$ cat config.mk
export PLATFORM = sky130hd
export DESIGN_NAME = uart_tx_sched
export DESIGN_NICKNAME = d
export VERILOG_FILES = /design/src/rtl/uart_pkg.sv /design/src/rtl/uart_tx_sched_rr_arbiter.sv /design/src/rtl/uart_tx_sched.sv
export SDC_FILE = /design/constraint.sdc
export NUM_CORES = 1
export LEC_CHECK = 0
export ABC_CLOCK_PERIOD_IN_PS = 9620
export CAP_MARGIN = 5
export CORE_MARGIN = 4
export CORE_UTILIZATION = 58
export CTS_BUF_LIST = sky130_fd_sc_hd__clkbuf_8
export CTS_CLUSTER_SIZE = 20
export DETAILED_ROUTE_END_ITERATION = 6
export GPL_TIMING_DRIVEN = 0
export PLACE_DENSITY = 0.88
export SYNTH_ARGS = -nofsm -noshare
export SYNTH_HDL_FRONTEND = slang
export SYNTH_SLANG_ARGS = --single-unit
$ cat constraint.sdc
create_clock -name clk -period 9.62 [get_ports clk]
set_clock_uncertainty 0.1 [all_clocks]
set_input_delay 1.924 -clock clk [delete_from_list [all_inputs] [get_ports clk]]
set_output_delay 1.924 -clock clk [all_outputs]
set_load 0.01 [all_outputs]
$ cat src/rtl/uart_pkg.sv
// Shared types and constants for the UART transmit scheduler.
package uart_pkg;

  // Frame sequencing states of the transmit scheduler.
  typedef enum logic [1:0] {
    IDLE  = 2'd0,
    START = 2'd1,
    DATA  = 2'd2,
    STOP  = 2'd3
  } state_t;

  // Ticks per serial bit expected from the baud generator.
  localparam int unsigned OVERSAMPLE_DEFAULT = 16;

  // Level driven on the line between frames and during the stop bit.
  localparam logic IDLE_LEVEL = 1'b1;

endpackage : uart_pkg

$ cat src/rtl/uart_tx_sched_rr_arbiter.sv
// Combinational round-robin arbiter; the caller owns the pointer register.
module rr_arbiter
  import uart_pkg::*;
#(
  parameter int unsigned NUM_REQ = 4,
  localparam int unsigned IW = $clog2(NUM_REQ)
) (
  input  logic [NUM_REQ-1:0] req,
  input  logic [IW-1:0]      ptr,
  input  logic               en,
  output logic [NUM_REQ-1:0] gnt,
  output logic [IW-1:0]      gnt_id
);

  logic          found;
  logic [IW:0]   pos;

  // Scan upward from ptr with wrap-around; first asserted request wins.
  always_comb begin
    gnt    = '0;
    gnt_id = '0;
    found  = 1'b0;
    pos    = '0;
    if (en) begin
      for (int unsigned k = 0; k < NUM_REQ; k++) begin
        pos = (IW+1)'(ptr) + (IW+1)'(k);
        if (pos >= (IW+1)'(NUM_REQ)) begin
          pos = pos - (IW+1)'(NUM_REQ);
        end
        if (!found && req[IW'(pos)]) begin
          found           = 1'b1;
          gnt[IW'(pos)]   = 1'b1;
          gnt_id          = IW'(pos);
        end
      end
    end
  end

endmodule : rr_arbiter

$ cat src/rtl/uart_tx_sched.sv
// Round-robin scheduler sharing one 8N1 serial TX line among NUM_REQ producers.
module uart_tx_sched
  import uart_pkg::*;
#(
  parameter int unsigned NUM_REQ    = 4,
  parameter int unsigned DATA_BITS  = 8,
  parameter int unsigned OVERSAMPLE = OVERSAMPLE_DEFAULT
) (
  input  logic                           clk,
  input  logic                           reset,
  input  logic                           bclk,
  input  logic [NUM_REQ-1:0]             req,
  input  logic [NUM_REQ*DATA_BITS-1:0]   data,
  output logic [NUM_REQ-1:0]             gnt,
  output logic [$clog2(NUM_REQ)-1:0]     gnt_id,
  output logic                           busy,
  output logic                           txd
);

  localparam int unsigned IW = $clog2(NUM_REQ);
  localparam int unsigned TW = $clog2(OVERSAMPLE);
  localparam int unsigned BW = $clog2(DATA_BITS);
  localparam logic [TW-1:0] TICK_LAST = TW'(OVERSAMPLE - 1);
  localparam logic [BW-1:0] BIT_LAST  = BW'(DATA_BITS - 1);
  localparam logic [IW-1:0] ID_LAST   = IW'(NUM_REQ - 1);

  state_t                state;
  logic [IW-1:0]         ptr;
  logic [IW-1:0]         next_ptr;
  logic [TW-1:0]         tick_cnt;
  logic [BW-1:0]         bit_cnt;
  logic [DATA_BITS-1:0]  shreg;
  logic [DATA_BITS-1:0]  sel_byte;
  logic [NUM_REQ-1:0]    arb_gnt;
  logic [IW-1:0]         arb_id;
  logic                  arb_en;
  logic                  bit_end;

  // Arbitrate only while the line is free.
  assign arb_en = (state == IDLE);

  rr_arbiter #(
    .NUM_REQ (NUM_REQ)
  ) u_arb (
    .req    (req),
    .ptr    (ptr),
    .en     (arb_en),
    .gnt    (arb_gnt),
    .gnt_id (arb_id)
  );

  // Byte owned by the winning requester.
  assign sel_byte = DATA_BITS'(data >> (arb_id * DATA_BITS));

  // A bit ends on the tick that completes its OVERSAMPLE-tick window.
  assign bit_end = bclk && (tick_cnt == TICK_LAST);

  // Priority moves to the requester just after the winner.
  always_comb begin
    next_ptr = arb_id + IW'(1);
    if (arb_id == ID_LAST) begin
      next_ptr = '0;
    end
  end

  // Frame sequencer with registered line, grant and busy outputs.
  always_ff @(posedge clk or posedge reset) begin
    if (reset) begin
      state    <= IDLE;
      ptr      <= '0;
      tick_cnt <= '0;
      bit_cnt  <= '0;
      shreg    <= '0;
      gnt      <= '0;
      gnt_id   <= '0;
      busy     <= 1'b0;
      txd      <= IDLE_LEVEL;
    end else begin
      gnt <= '0;
      if ((state != IDLE) && bclk) begin
        tick_cnt <= bit_end ? '0 : tick_cnt + TW'(1);
      end
      case (state)
        IDLE: begin
          if (|arb_gnt) begin
            gnt      <= arb_gnt;
            gnt_id   <= arb_id;
            shreg    <= sel_byte;
            ptr      <= next_ptr;
            tick_cnt <= '0;
            busy     <= 1'b1;
            txd      <= ~IDLE_LEVEL;
            state    <= START;
          end
        end
        START: begin
          if (bit_end) begin
            bit_cnt <= '0;
            txd     <= shreg[0];
            state   <= DATA;
          end
        end
        DATA: begin
          if (bit_end) begin
            shreg   <= shreg >> 1;
            bit_cnt <= bit_cnt + BW'(1);
            if (bit_cnt == BIT_LAST) begin
              txd   <= IDLE_LEVEL;
              state <= STOP;
            end else begin
              txd   <= shreg[1];
            end
          end
        end
        STOP: begin
          if (bit_end) begin
            busy  <= 1'b0;
            state <= IDLE;
          end
        end
        default: begin
          state <= IDLE;
        end
      endcase
    end
  end

endmodule : uart_tx_sched
==> Word-level counts from Yosys, hierarchy flattened <==
Index checks and enable logic that the tools add are counted.
{ "totals": {"reg_bits": 27, "input_bits": 39, "elab_cells": 141} }
{ "classes": {"add_sub_neg": 10, "order_cmp": 12, "eq_ne": 11, "n_shift": 1, "mux": 70, "n_bitwise": 3, "reduce_logical": 25} }
{ "op_table": {"columns": ["operator", "n"], "rows": [
  ["$mux 4", 14],
  ["$mux 2", 19],
  ["$shr 32x5->8", 1],
  ["$mux 1", 20],
  ["$mux 8", 2],
  ["$pmux 8 s2", 1],
  ["$lt 2x3->1 const B", 4],
  ["$or 4x4->4", 3],
  ["$ge 3x3->1 const B", 3],
  ["$logic_and 1x1->1", 9],
  ["$reduce_and 3->1", 3],
  ["$bmux 1 s2", 4],
  ["$demux 1 s2", 4],
  ["$ge 2x1->1 const B", 4],
  ["$ne 2x2->1 const B", 4],
  ["$pmux 2 s4", 1],
  ["$reduce_bool 2->1", 4],
  ["$sub 2x1->2 const B", 4],
  ["$add 2x2->3 const B", 2],
  ["$eq 2x2->1 const B", 3],
  ["$mux 3", 2],
  ["$pmux 3 s2", 1],
  ["$reduce_and 5->1", 1],
  ["$add 4x1->4 const B", 1],
  ["other kinds (16)", 18]
]} }

==> Longest topological paths before layout <==
{ "logic_depth": {"depth_word": 22, "mapped_depth": 12, "depth_no_buf": 9} }

==> Cells and area by module <==
From an unflattened synthesis, not the netlist that was laid out.
{ "unflattened": {"hier_cells": 221, "hier_area_um2": 2188.3} }
{ "modules_own_cells": {"columns": ["module", "n_inst", "cells_each", "area_per_inst_um2"], "rows": [
  ["uart_tx_sched", 1, 145, 1631.6],
  ["rr_arbiter", 1, 76, 556.8]
]} }

==> Least setup slack after synthesis <==
OpenSTA, ideal clock, no wires.
{ "synth_timing": {"path_type": "input port to flip-flop", "startpoint": "in req[2]", "endpoint": "reg state[1]", "setup_time_ps": 128, "arrival_ps": 3845, "required_ps": 9392, "slack_ps": 5548, "stages": 7, "path_buffers": 1, "path_cell_list": "buf_2 > mux2_4 > mux2_4 > o41ai_4 > nor3_2 > nor3_2 > mux2_1"} }
{ "synth_between": {"elab_chain_len": 19, "word_cells_on_any_way": 34} }
{ "synth_rtl": {"columns": ["element", "line_no", "source"], "rows": [
  ["from (decl)", "uart_tx_sched.sv:12", "input logic [NUM_REQ-1:0] req,"],
  ["$bmux 1 s2", "uart_tx_sched_rr_arbiter.sv:30", "if (!found && req[IW'(pos)]) begin"],
  ["$mux 1 (implied by the code)", "uart_tx_sched_rr_arbiter.sv:30", null],
  ["$mux 1", "uart_tx_sched_rr_arbiter.sv:30", null],
  ["$mux 1", "uart_tx_sched_rr_arbiter.sv:24", "if (en) begin"],
  ["$logic_not 1->1", "uart_tx_sched_rr_arbiter.sv:30", null],
  ["$logic_and 1x1->1", "uart_tx_sched_rr_arbiter.sv:30", null],
  ["$mux 1", "uart_tx_sched_rr_arbiter.sv:30", null],
  ["$mux 1", "uart_tx_sched_rr_arbiter.sv:24", null],
  ["[... 3 more ...]", null, null],
  ["$mux 1", "uart_tx_sched_rr_arbiter.sv:24", null],
  ["$logic_not 1->1", "uart_tx_sched_rr_arbiter.sv:30", null],
  ["$logic_and 1x1->1", "uart_tx_sched_rr_arbiter.sv:30", null],
  ["$mux 4 (*)", "uart_tx_sched_rr_arbiter.sv:30", null],
  ["$mux 4 (*)", "uart_tx_sched_rr_arbiter.sv:24", null],
  ["$reduce_or 4->1 (*)", "uart_tx_sched.sv:85", "if (|arb_gnt) begin"],
  ["$ne 2x1->1 (no source line) (*)", null, null],
  ["$reduce_and 5->1 (no source line) (*)", null, null],
  ["to (signal assigned)", "uart_tx_sched.sv:93", "state <= START;"],
  ["to (signal assigned)", "uart_tx_sched.sv:100", "state <= DATA;"],
  ["to (signal assigned)", "uart_tx_sched.sv:109", "state <= STOP;"],
  ["to (decl)", "uart_tx_sched.sv:27", "state_t state;"]
]} }
Mark *: on every way between the ends. The rest lies on a longest branch, timed or not. The select of a mux whose other input is x is not followed.
A chain may end at the register's enable or synchronous reset.

==> Worst setup path after layout <==
{ "layout_timing": {"startpoint": "in req[0]", "endpoint": "reg state[1]"} }
The elaborated chain is that of the path after synthesis.

==> flow_metrics.tcl <==
set metrics [dict create \
    outcome "complete, no violations" \
    diodes 0 \
    rows 22 \
    fin_crit_ps 4460 \
    overflow 0 \
    ys_types 58 \
    clock_path_buffers 2 \
    hold_viol 0 \
    holdPathStages 2 \
    ys_warn_count 0 \
    antenna_found_initial 0 \
    cts_made_buffers 3 \
    crit_type "in2reg" \
    start_util 0.621 \
    cp-start-kind "primary input" \
    port_buffers 45 \
    r2r_start "ptr[0]" \
    drt_iter0_drc 172 \
    place_area_um2 2850 \
    syn_nets 294 \
    ios 47 \
    die_w_um 71.6 \
    root_buffer "clkbuf_8" \
    via_per_inst 6.11 \
    p_total_mw 0.888 \
    drive_gt1_frac 0.184 \
    worstHoldStart "shreg[3]" \
    cellPowerDensity_nw_per_um2 306 \
    r2r-end "state[1]" \
    post_cts_buffers 0 \
    period_share 0.463 \
    grt_usage 0.218 \
    first_global_vias 2064 \
    via_count 2054 \
    switchingPower_mw 0.414 \
    fmax_mhz 224 \
    power_frac_seq 0.223 \
    syn_to_final_growth_pct 23.8 \
    first_pass_iters 4 \
    fin_cells 336 \
    p_leak_nw 1.27 \
    whs_ps 396 \
    required_ps 9680 \
    cts_tree "done" \
    ff2ff_setup_slack_ps 6180 \
    post_cts_resize_count 0 \
    synth_edf_count 0 \
    totalWireLength_um 5440 \
    hold_end "shreg[3]" \
    crit_slowest_cell "o41ai_4" \
    synth_top_flop_cell "dfrtp_1" \
    swShare 0.466 \
    seqCellArea_um2 677 \
    cp-end-kind "flip-flop" \
    grt_pass1_wl_um 9170 \
    final_core_util 0.769 \
    fin_area_um2 2900 \
    drc 0 \
    setup_viol 0 \
    mostFrequentLayoutCells "clkdlybuf4s50_1, dfrtp_1, nor2_1, nand2_1, ha_1" \
    max_stage_delay_ps 570 \
    worstRegToRegCells 10 \
    synth_seq_cells 27 \
    clkSinkCount 27 \
    tightest_slew_ps 1000 \
    nFillCells 247 \
    path_cells "clkdlybuf4s50_1, mux2_4, mux2_4, o41ai_4, nor3_2, nor3_2, mux2_1" \
    max-cap-violations 0 \
    finalNetCount 344 \
    path_clk_slew_ps 90 \
    clk_latency_ps 270 \
    hold_buffers 0 \
    slew_headroom 0.329 \
    hp-class "reg2reg" \
    combPwrFrac 0.704 \
    coreArea_um2 3770 \
    vdd_drop_max_uv 146 \
    cts_htree_levels 1 \
    finalSetupTns_ps 0 \
    final_common_cell "clkdlybuf4s50_1" \
    clkPwrFrac 0.073 \
    dp_hpwl_um 4200 \
    placed_cells 332 \
    internal-power_mw 0.474 \
    fp.dieH_um 71.6 \
    cp_data_arrival_time_ps 4520 \
    syn_inst 239 \
    async_reset_ff_frac 1.00 \
    syn-cell-area_um2 2340 \
    die_area_um2 5120 \
    seq_area_frac_synth 0.289 \
    cp_max_fo 10 \
    final_antenna_net_count 0 \
    grt_start_max_net_pins 28 \
    rsz0062_at_grt "no" \
    fin_ws_ps 5160 \
    syn_avg_cell_area_um2 9.81 \
    pre_cts_slack_ps 4910 \
    wire_per_inst_um 16.2 \
    multi_input_area_um2 1530 \
    gp_congestion 0.823 \
    maxSlewViolCount 0 \
]
## registers in the layout, indices dropped and copies added, names as in the netlist
name and cells:
busy 1, ptr 2, state 2, shreg 8, tick_cnt 4, bit_cnt 3
gnt 4, gnt_id 2, txd 1
## critical path, delay by kind of cell
kind                   cells  cell delay [ps]
multiplexers               3             1030
AO/OA/AOI/OAI              1              570
AND/OR/NAND/NOR            2              450
buffers and inverters      1              540
## cell type report
cell class	count	area share
Buffer	12	0.0332
Clock buffer	3	0.0142
Multi-Input combinational cell	190	0.528
Inverter	10	0.0129
Clock inverter	1	0.00173
Timing Repair Buffer	45	0.155
Sequential cell	27	0.233
Tap cell	48	0.0207
## how the worst max path moves through the flow
stage / start / cells past startpoint / endpoint / slack, ps
after floorplan: req[2] / 7 / state[1] / 5550
after global placement: req[0] / 7 / state[1] / 4930
after detailed placement: req[0] / 7 / state[1] / 4910
after CTS: req[0] / 7 / state[1] / 5160
after global routing: req[1] / 10 / shreg[0] / 4950
final: req[0] / 7 / state[1] / 5160
## kinds of logic after synthesis
family | count (synthesis) | share of synthesized area
AND/OR/NAND/NOR | 74 | 0.162
AO/OA/AOI/OAI | 67 | 0.230
buffers and inverters | 22 | 0.0571
multiplexers | 32 | 0.174
XOR/XNOR | 1 | 0.00374
adder cells (fa/ha/maj) | 16 | 0.0854
flip-flops | 27 | 0.289
## cell usage after synthesis (4+ instances only)
library cell	instances	area share
dfrtp_1	26	0.28
o21ai_0	6	0.013
buf_2	5	0.011
mux2_4	8	0.051
nand2_1	23	0.037
a21oi_1	8	0.017
o22ai_1	9	0.024
and3_1	4	0.011
o31ai_1	8	0.026
nor2_1	23	0.037
mux2_1	6	0.029
o21ai_1	7	0.015
mux2i_1	5	0.021
ha_1	16	0.085
inv_1	8	0.013
mux2_2	11	0.053
## layer usage
layer,share of wire,wire length (µm),GRT usage,up-vias
li1,-,-,-,998
met3,0.047,257,0.0196,4
met2,0.50,2710,0.373,68
met4,0.0085,46,0.0647,0
met5,0,0,0,-
met1,0.44,2420,0.292,984
## power by group through the flow
stage	logic [mW]	clock network, mW	registers, mW
3_5_place_dp	0.616	0	0.198
4_1_cts	0.622	0.0654	0.197
5_1_grt	0.680	0.0687	0.205
6_report	0.625	0.0644	0.198
2_1_floorplan	0.480	0	0.195
3_3_place_gp	0.595	0	0.195
(Power assumes the default switching activity.)
